==> config.mk <==
export PLATFORM = sky130hd
export DESIGN_NAME = score_combo_tracker
export DESIGN_NICKNAME = d
export VERILOG_FILES = /design/src/rtl/score_combo_tracker.sv
export SDC_FILE = /design/constraint.sdc
export NUM_CORES = 1
export LEC_CHECK = 0
export CAP_MARGIN = 10
export CORE_MARGIN = 3
export CORE_UTILIZATION = 44
export DETAILED_ROUTE_END_ITERATION = 16
export GPL_ROUTABILITY_DRIVEN = 0
export SLEW_MARGIN = 20
export SYNTH_ARGS = -nofsm -noshare
export SYNTH_HDL_FRONTEND = slang
export SYNTH_SLANG_ARGS = --single-unit
==> constraint.sdc <==
create_clock -name clk -period 4.5 [get_ports clk]
set_input_delay 0.9 -clock clk [delete_from_list [all_inputs] [get_ports clk]]
set_output_delay 0.9 -clock clk [all_outputs]
set_load 0.02 [all_outputs]
==> src/rtl/score_combo_tracker.sv <==
// Score / combo / multiplier engine with a multi-cycle binary-to-BCD converter
// feeding the four-digit HEX score display.
module score_combo_tracker #(
  parameter int unsigned SCORE_MAX   = 9999,
  parameter int unsigned BASE_POINTS = 10,
  parameter int unsigned COMBO_STEP  = 10,
  parameter int unsigned MULT_MAX    = 4
) (
  input  logic        clk,
  input  logic        rst_n,
  input  logic        clear,
  input  logic        hit,
  input  logic        miss,
  output logic [15:0] score,
  output logic [9:0]  combo,
  output logic [9:0]  best_combo,
  output logic [2:0]  mult,
  output logic [15:0] bcd,
  output logic        bcd_valid
);

  localparam int unsigned SCORE_W = 16;
  localparam int unsigned COMBO_W = 10;
  localparam int unsigned MULT_W  = 3;
  localparam int unsigned STEP_W  = $clog2(COMBO_STEP);
  localparam int unsigned BCD_W   = 16;
  localparam int unsigned DD_W    = BCD_W + SCORE_W;
  localparam int unsigned CNT_W   = $clog2(SCORE_W);

  typedef enum logic [1:0] {
    S_IDLE,
    S_SHIFT,
    S_DONE
  } conv_state_t;

  // Event path state and next values
  logic [STEP_W-1:0]  step;
  logic [SCORE_W-1:0] score_nxt;
  logic [COMBO_W-1:0] combo_nxt;
  logic [COMBO_W-1:0] best_nxt;
  logic [MULT_W-1:0]  mult_nxt;
  logic [STEP_W-1:0]  step_nxt;
  logic [SCORE_W-1:0] points_c;
  logic [SCORE_W:0]   sum_c;
  logic [COMBO_W-1:0] combo_inc_c;
  logic               score_upd_c;

  // Converter state and next values
  conv_state_t        state, state_nxt;
  logic [DD_W-1:0]    shreg, shreg_nxt;
  logic [CNT_W-1:0]   cnt, cnt_nxt;
  logic               pending, pending_nxt;
  logic [BCD_W-1:0]   bcd_nxt;
  logic               bcd_valid_nxt;

  // One double-dabble iteration: add 3 to every BCD nibble >= 5, then shift left.
  function automatic logic [DD_W-1:0] dd_step(input logic [DD_W-1:0] v);
    logic [DD_W-1:0] r;
    r = v;
    for (int i = 0; i < 4; i++) begin
      if (r[SCORE_W+4*i +: 4] >= 4'd5) r[SCORE_W+4*i +: 4] = r[SCORE_W+4*i +: 4] + 4'd3;
    end
    return {r[DD_W-2:0], 1'b0};
  endfunction

  // Hit/miss scoring: points at the pre-edge multiplier, saturating score and combo.
  always_comb begin
    score_nxt   = score;
    combo_nxt   = combo;
    best_nxt    = best_combo;
    mult_nxt    = mult;
    step_nxt    = step;
    points_c    = SCORE_W'(BASE_POINTS) * SCORE_W'(mult);
    sum_c       = {1'b0, score} + {1'b0, points_c};
    combo_inc_c = (combo == '1) ? combo : combo + COMBO_W'(1);
    if (hit) begin
      score_nxt = (sum_c > (SCORE_W+1)'(SCORE_MAX)) ? SCORE_W'(SCORE_MAX) : sum_c[SCORE_W-1:0];
      combo_nxt = combo_inc_c;
      if (combo_inc_c > best_combo) best_nxt = combo_inc_c;
      if (step == STEP_W'(COMBO_STEP - 1)) begin
        step_nxt = '0;
        if (mult != MULT_W'(MULT_MAX)) mult_nxt = mult + MULT_W'(1);
      end else begin
        step_nxt = step + STEP_W'(1);
      end
    end
    if (miss) begin
      combo_nxt = '0;
      step_nxt  = '0;
      mult_nxt  = MULT_W'(1);
    end
    score_upd_c = (score_nxt != score);
  end

  // Event path registers
  always_ff @(posedge clk or negedge rst_n) begin
    if (!rst_n) begin
      score      <= '0;
      combo      <= '0;
      best_combo <= '0;
      mult       <= MULT_W'(1);
      step       <= '0;
    end else if (clear) begin
      score      <= '0;
      combo      <= '0;
      best_combo <= '0;
      mult       <= MULT_W'(1);
      step       <= '0;
    end else begin
      score      <= score_nxt;
      combo      <= combo_nxt;
      best_combo <= best_nxt;
      mult       <= mult_nxt;
      step       <= step_nxt;
    end
  end

  // Converter next state: snapshot score, 16 shifts, then publish or restart if stale.
  always_comb begin
    state_nxt     = state;
    shreg_nxt     = shreg;
    cnt_nxt       = cnt;
    pending_nxt   = pending;
    bcd_nxt       = bcd;
    bcd_valid_nxt = bcd_valid;
    case (state)
      S_IDLE: begin
        if (pending) begin
          shreg_nxt   = {BCD_W'(0), score};
          cnt_nxt     = '0;
          pending_nxt = 1'b0;
          state_nxt   = S_SHIFT;
        end
      end
      S_SHIFT: begin
        shreg_nxt = dd_step(shreg);
        cnt_nxt   = cnt + CNT_W'(1);
        if (cnt == CNT_W'(SCORE_W - 1)) state_nxt = S_DONE;
      end
      S_DONE: begin
        if (pending) begin
          shreg_nxt   = {BCD_W'(0), score};
          cnt_nxt     = '0;
          pending_nxt = 1'b0;
          state_nxt   = S_SHIFT;
        end else begin
          bcd_nxt       = shreg[DD_W-1:SCORE_W];
          bcd_valid_nxt = 1'b1;
          state_nxt     = S_IDLE;
        end
      end
      default: state_nxt = S_IDLE;
    endcase
    // A score change always invalidates the display and queues a conversion.
    if (score_upd_c) begin
      pending_nxt   = 1'b1;
      bcd_valid_nxt = 1'b0;
    end
  end

  // Converter state register
  always_ff @(posedge clk or negedge rst_n) begin
    if (!rst_n) begin
      state     <= S_IDLE;
      shreg     <= '0;
      cnt       <= '0;
      pending   <= 1'b0;
      bcd       <= '0;
      bcd_valid <= 1'b1;
    end else if (clear) begin
      state     <= S_IDLE;
      shreg     <= '0;
      cnt       <= '0;
      pending   <= 1'b0;
      bcd       <= '0;
      bcd_valid <= 1'b1;
    end else begin
      state     <= state_nxt;
      shreg     <= shreg_nxt;
      cnt       <= cnt_nxt;
      pending   <= pending_nxt;
      bcd       <= bcd_nxt;
      bcd_valid <= bcd_valid_nxt;
    end
  end

endmodule

Yosys cells after proc, flatten, opt, wreduce, memory -nomap -nowiden --
Index checks and enable logic that the tools add are counted.
Word-level totals: flip-flop bits (word level) 99, input port bits 5, output and inout port bits 56, word-level logic and storage cells 100
Operators by class: $add $sub $neg 9, multipliers 1, magnitude comparators 6, equal/unequal tests 12, muxes and demuxes 44, reduce and logical (&&, ||, !) cells 17
Operator list (number):
- $mux 16 | 6
- $mux 10 | 7
- $mux 32 | 2
- $pmux 32 s2 | 1
- $mux 4 | 9
- $mux 3 | 6
- $reduce_bool 3->1 | 6
- $add 16x7->17 | 1
- $gt 17x14->1 const B | 1
- $ge 4x3->1 const B | 4
- $ne 16x16->1 | 1
- $add 4x2->4 const B | 3
- $ne 3x3->1 const B | 4
- $add 10x1->10 const B | 1
- $eq 10x10->1 const B | 1
- $gt 10x10->1 | 1
- $reduce_and 2->1 | 5
- $add 4x1->4 const B | 2
- $eq 4x4->1 const B | 2
- $mux 1 | 8
- $pmux 4 s2 | 1
- $mul 3x3->6 const A | 1
- $mux 2 | 3
- $pmux 2 s3 | 1
- 10 further kinds | 12

Longest topological paths before layout --
Gate-level depths: netlist (run 1).
word-level depth 8, gate-level depth with buffers 16

Worst setup path after synthesis (run 1) --
OpenSTA, ideal clock, no wires.
path kind register to register, from reg combo[0], to reg best_combo[0], setup time 0.132 ns, arrival 3.679 ns, data required time 4.368 ns, path slack 0.689 ns, cell stages (with the launch flop) 17, buffers on the path 1, period minus slack after synthesis 3.811 ns, path through dfrtp_1 > ha_1 > and4_1 > and4_1 > nand3_1 > mux2_2 > ha_1 > nor2b_1 > o21a_1 > o21a_1 > o21a_1 > o21a_1 > o21bai_1 > a211oi_1 > buf_1 > mux2i_1 > nor2b_1
On the way: word-level cells in the longest chain between the ends 5
RTL lines:
- start: declaration | line 15 | output logic [9:0] combo,
- start signal: assignment | line 111 | combo <= combo_nxt;
- $add 10x1->10 / $eq 10x10->1 (equally long branches) | line 75 | combo_inc_c = (combo == '1) ? combo : combo + COMBO_W'(1);
- $mux 10 (*) | line 75
- $gt 10x10->1 / $mux 10 (equally long branches) | line 79 | if (combo_inc_c > best_combo) best_nxt = combo_inc_c;
- $reduce_bool 2->1 (no source line) / $mux 10 (equally long branches)
- $reduce_and 2->1 (no source line) / $mux 10 (equally long branches)
- end signal: assignment | line 112 | best_combo <= best_nxt;
- end: declaration | line 16 | output logic [9:0] best_combo,
Mark *: on every way between the ends. The rest lies on a longest branch, timed or not. The select of a mux whose other input is x is not followed. A chain may end at the register's enable or synchronous reset.

Worst setup path after layout (run 1) --
from reg mult[0], to reg pending
On the way: word-level cells in the longest chain between the ends 8
RTL lines:
- start: declaration | line 17 | output logic [2:0] mult,
- start signal: assignment | line 113 | mult <= mult_nxt;
- $mul 3x3->6 (*) | line 73 | points_c = SCORE_W'(BASE_POINTS) * SCORE_W'(mult);
- $add 16x7->17 (*) | line 74 | sum_c = {1'b0, score} + {1'b0, points_c};
- $gt 17x14->1 | line 77 | score_nxt = (sum_c > (SCORE_W+1)'(SCORE_MAX)) ? SCORE_W'(SCORE_MAX) : sum_c[SCORE_W-1:0];
- $mux 16 (*) | line 77
- $mux 16 (*) | line 76 | if (hit) begin
- $ne 16x16->1 (*) | line 92 | score_upd_c = (score_nxt != score);
- $mux 1 | line 155 | if (score_upd_c) begin
- $mux 1 | line 170 | end else if (clear) begin
- end signal: assignment | line 181 | pending <= pending_nxt;
- end: declaration | line 52 | logic pending, pending_nxt;
Mark *: on every way between the ends. The rest lies on a longest branch, timed or not.

==> results of run 1 <==
-- cell families (layout without fill, tap and decap cells) --
family                   count (synthesis)  after routing  share of synthesized area
multiplexers                            32             32                     0.0552
AO/OA/AOI/OAI                          153            153                      0.189
XOR/XNOR                                31             31                     0.0464
adder cells (fa/ha/maj)                 34             34                     0.0740
buffers and inverters                   64            114                     0.0479
flip-flops                              99             99                      0.424
AND/OR/NAND/NOR                        202            202                      0.163
-- state kept, by name, summed over array words and instances (netlist names) --
register and count:
pending 1, combo 10, step 4, state 2, bcd 16, bcd_valid 1, cnt 4, shreg 32
best_combo 10, score 16, mult 3
-- layout by cell type, fill, tap and decap left out, drive strengths merged, types with 10 or more instances in the layout --
cell type / n
nor3: 16
a22o: 19
xnor2: 18
a21oi: 36
clkbuf: 10
clkdlybuf4s50: 58
o31ai: 20
nand2: 54
nand2b: 12
ha: 33
xor2: 13
dfrtp: 97
nor2: 73
inv: 33
o21ai: 31
mux2i: 30
nand3: 15
-- layer usage --
layer,track usage,up-vias,part of all wire
met3,0.0308,18,0.032
met4,0.0819,0,0.021
met1,0.280,2272,0.49
met5,0,-,0
li1,-,2266,-
met2,0.294,92,0.46
-- report_power, final --
group          total (mW)  internal (mW)  switching (mW)
Clock               0.964          0.616           0.348
Combinational       0.197         0.0733           0.124
Sequential          0.930          0.903          0.0264
Total                2.09           1.59           0.499
-- worst min path at each step --
stage,startpoint,endpoint
after detailed placement,shreg[9],shreg[9]
after global placement,shreg[10],shreg[10]
after CTS,shreg[9],shreg[9]
final,shreg[9],shreg[9]
after global routing,shreg[11],shreg[11]
after floorplan,shreg[10],shreg[10]
-- tightest hold or removal path: cells and delay by family (launching register included) --
family | cells | cell delay (ps)
and+or+nand+nor | 1 | 50
AOI/OAI and AO/OA | 1 | 60
DFF | 1 | 340
-- stage by stage --
step                       util  power (mW)  cells  area [um2]
after floorplan               -        1.07    615        5850
after global placement    0.512        1.14    821        6560
after detailed placement  0.512        1.15    821        6560
after CTS                 0.541        2.12    837        6940
after global routing      0.541        2.17    837        6940
final                     0.541        2.09    837        6940
-- final cells by class --
cell class | instances | area (um2) | share of cell area
repair buffers | 65 | 634 | 0.0914
inverters | 33 | 124 | 0.0178
flip-flops and latches | 99 | 2480 | 0.357
clock buffers | 10 | 239 | 0.0344
multi-input cells | 452 | 3110 | 0.448
clock inverters | 6 | 136 | 0.0196
well taps | 172 | 215 | 0.0310
==> impl_metrics.toml, run 1 <==
[yosys]
synth_ff_type = "dfrtp_1"
synth.area.top_cells = "dfrtp_1 41%, ha_1 7.1%, mux2i_1 5.1%, nor2_1 4.6%, nand2_1 3.5%"
netlist_instances = 615
yosysMostFrequentCell = "dfrtp_1"
synth_top_area_share = 0.415
yosysUniqueCellTypes = 68
synth_area_mm2 = 0.00585
async_reset_ff_frac = 1.00
synth.avg_cell_area_um2 = 9.51
ys.warnings.count = 0
yosysTopAreaCell = "dfrtp_1"
ys_ff_latch = 99
synth_common_cells = "97 x dfrtp_1, 71 x nor2_1, 54 x nand2_1"
synth-edff-count = 0
synth-seq-area-share = 0.424
synth_nets = 654

[timing]
fin_setup_tns_ps = 0
finalHoldViolations = 0
max_freq_ghz = 0.246
skew_ps = 6.97
setup_viol = 0
slew_violations = 0
setup_ws_ps = 438
worst_pin_slew_ps = 1070
layout_min_cycle_time_ps = 4060
min_period_over_period = 0.903
rsz0062_at_grt = "false"
fin_hold_ws_ps = 479
slew-limit-headroom = 0.288

[clocking]
path_clk_slew_ps = 70
numCtsBuffers = 9
postCtsSetupRepairBufs = 0
cts_tree = "done"
ctsHoldBuffers = 0
clkSinkCount = 99
cts.htree.levels = 3
cts_resized = 0
clock_latency_ps = 350
clock_path_buffers = 2
root_buffer = "clkbuf_16"

[critical_path]
critPathBufInv = 0
end_kind = "register"
arrival_ps = 4290
crit_slowest_cell = "dfstp_2"
r2r_slack_ps = 440
start_kind = "register"
path_class = "reg2reg"
crit_end = "pending"
r2r_start = "mult[0]"
r2r_cells = 13
rr_endpoint = "pending"
crit_fanout = 18
cpPeakStageDelay_ps = 580
cp-startpoint = "mult[0]"
cp.depth = 13
crit_required_ps = 4730
worst_path_dominant_cell_family = "compound AO/OA/AOI/OAI gates"
crit_chain = "ha_1 -> ha_1 -> ha_1 -> ha_1 -> a21o_1 -> o21bai_2 -> nand4_1 -> a2bb2oi_1 -> nor2_2 -> a31oi_4 -> mux2i_1 -> o211ai_2 -> o31a_1"
cp_common_cell = "ha_1"

[global_route]
grt-ovfl-total = 0
grt_max_degree = 81
antenna_found_initial = 0
grtUsageTotal = 0.196
grt_pass1_wl_um = 23200
grt_pass1_vias = 4569

[floorplanning]
floorplan.initialDensity = 0.456
die_w_um = 121
ios = 61
rows = 41
die_h_um = 121
core-area_mm2 = 0.0128
die-area_mm2 = 0.0147

[routing]
drt_iter0_drc = 332
drt.antenna.violating_nets = 0
vias = 4648
drtPass1Iterations = 5
viasPerCell = 5.55
drt-wirelength-per-cell_um = 16.4
wl_um = 13700
drc_errors = 0

[hold_path]
hold_path.class = "reg2reg"
min_path_cells = 2

[place]
place_ws_ps = 455
dp_hpwl_um = 9370
io_buffers = 60

[finish]
final_nets = 699
drive_gt1_frac = 0.0737
antennaDiodeCount = 0
fillers = 1141
syn_to_final_growth_pct = 18.7

[job]
drv_cap = 0

[power_and_ir_drop]
ir_drop_uv = 194
p_per_area_mw_per_mm2 = 301
p_leak_nw = 2.95

[status]
status = "complete, no violations"
Power figures use the tool's default switching activity.
==> run 2, diff against run 1 <==
--- a/config.mk
+++ b/config.mk
@@ -8,7 +8,9 @@
 export CAP_MARGIN = 10
 export CORE_MARGIN = 3
 export CORE_UTILIZATION = 44
+export CTS_CLUSTER_DIAMETER = 40
 export DETAILED_ROUTE_END_ITERATION = 16
+export DONT_BUFFER_PORTS = 1
 export GPL_ROUTABILITY_DRIVEN = 0
 export SLEW_MARGIN = 20
 export SYNTH_ARGS = -nofsm -noshare
==> impl_metrics.toml, run 2 (synthesis results as in run 1) <==
[place]
placed_area_mm2 = 0.00597
place_ws_ps = 374
dp_cells = 761
dp_hpwl_um = 9050
io_buffers = 0

[routing]
drt-wirelength-per-cell_um = 17.0
drtPass1Iterations = 5
drc_errors = 0
drt_iter0_drc = 313
vias = 4476
wl_um = 13200
viasPerCell = 5.76
drt.antenna.violating_nets = 0

[critical_path]
r2r_slack_ps = 370
arrival_ps = 4410
r2r_start = "combo[1]"
crit_required_ps = 4780
start_kind = "register"
path_class = "reg2reg"
end_kind = "register"
rr_endpoint = "best_combo[0]"
crit_fanout = 10
r2r_cells = 15

[finish]
multi_input_area_mm2 = 0.00311
layout_commonest_cell = "dfrtp_1"
regArea_mm2 = 0.00248
reg_top3 = "shreg x32, bcd x16, score x16"
final_nets = 639
antennaDiodeCount = 0
final_cell_mix = "97 x dfrtp_1, 70 x nor2_1, 54 x nand2_1"
fin_cells = 777
fin_area_mm2 = 0.00625
syn_to_final_growth_pct = 6.82
regMostFlops = "shreg"
largest_reg_flops = 32
drive_gt1_frac = 0.0760
fillers = 1220

[floorplanning]
core-area_mm2 = 0.0128
rows = 41
floorplan.initialDensity = 0.456
die_w_um = 121
die-area_mm2 = 0.0147
die_h_um = 121
ios = 61

[power_and_ir_drop]
ir_drop_uv = 142
p_leak_nw = 2.69
p_per_area_mw_per_mm2 = 292

[timing]
slew-limit-headroom = 0.270
min_period_over_period = 0.918
finalHoldViolations = 0
slew_violations = 0
fin_hold_ws_ps = 244
setup_viol = 0
worst_pin_slew_ps = 1090
fin_setup_tns_ps = 0
max_freq_ghz = 0.242
setup_ws_ps = 367
skew_ps = 8.53
rsz0062_at_grt = "false"
layout_min_cycle_time_ps = 4130

[global_route]
antenna_found_initial = 0
grt_pass1_vias = 4306
grtUsageTotal = 0.188
grt-ovfl-total = 0
grt_max_degree = 100
grt_pass1_wl_um = 22200

[clocking]
postCtsSetupRepairBufs = 0
cts_tree = "done"
cts.htree.levels = 3
root_buffer = "clkbuf_16"
cts_resized = 0
path_clk_slew_ps = 70
numCtsBuffers = 9
clock_path_buffers = 2
clkSinkCount = 99
clock_latency_ps = 350
ctsHoldBuffers = 0

[status]
status = "complete, no violations"

[hold_path]
hold_path.class = "in2async"

[job]
drv_cap = 0
[run 2: changes by cell type in the layout (fill, tap and decap cells not counted), sizes merged]
| cell | before | now |
|---|---|---|
| buf | 7 | 5 |
| bufinv | 4 | 0 |
| clkbuf | 10 | 11 |
| clkdlybuf4s50 | 58 | 0 |
| clkinvlp | 1 | 3 |
| inv | 33 | 34 |
[run 2: worst max-delay path by stage]
stage | start | to | cells past startpoint
floorplan | combo[0] | best_combo[0] | 16
global placement | mult[2] | pending | 13
detailed placement | combo[1] | best_combo[0] | 15
CTS | combo[1] | best_combo[0] | 15
global route | combo[1] | best_combo[0] | 15
finish | combo[1] | best_combo[0] | 15
[run 2: metal layers]
| metal | up-vias | wire length (um) | global-route usage |
|---|---|---|---|
| met2 | 121 | 6090 | 0.289 |
| met5 | - | 0 | 0 |
| li1 | 2142 | - | - |
| met1 | 2194 | 6020 | 0.261 |
| met3 | 19 | 886 | 0.0490 |
| met4 | 0 | 204 | 0.0588 |
[run 2: critical path, stage by stage, from the launching register on]
cell	delay [ps]
dfrtp_1	530
ha_1	310
and4_1	280
and4_1	260
nand3_1	120
mux2_2	340
ha_1	310
nor2b_1	140
o21a_1	120
o21a_1	100
o21a_1	100
o21a_1	100
o21bai_1	70
a211oi_2	890
mux2i_1	260
nor2b_1	140
[run 2: layout make-up]
| cell class | count | area share |
|---|---|---|
| multi-input combinational | 452 | 0.498 |
| sequential | 99 | 0.397 |
| clock buffer | 11 | 0.0388 |
| tap | 172 | 0.0344 |
| inverter | 33 | 0.0198 |
| timing repair buffer | 5 | 0.00601 |
| clock inverter | 5 | 0.00581 |
[run 2: per-stage QoR]
step	utilization	total power [mW]
final	0.487	1.82
after global routing	0.487	1.90
after CTS	0.487	1.84
after detailed placement	0.465	1.10
after global placement	0.465	1.10
after floorplan	-	1.07
[run 2: power breakdown]
part	total [mW]	switching (mW)	internal (mW)
registers	0.933	0.0297	0.903
logic	0.147	0.0864	0.0608
clock network	0.742	0.351	0.392
total	1.82	0.467	1.36
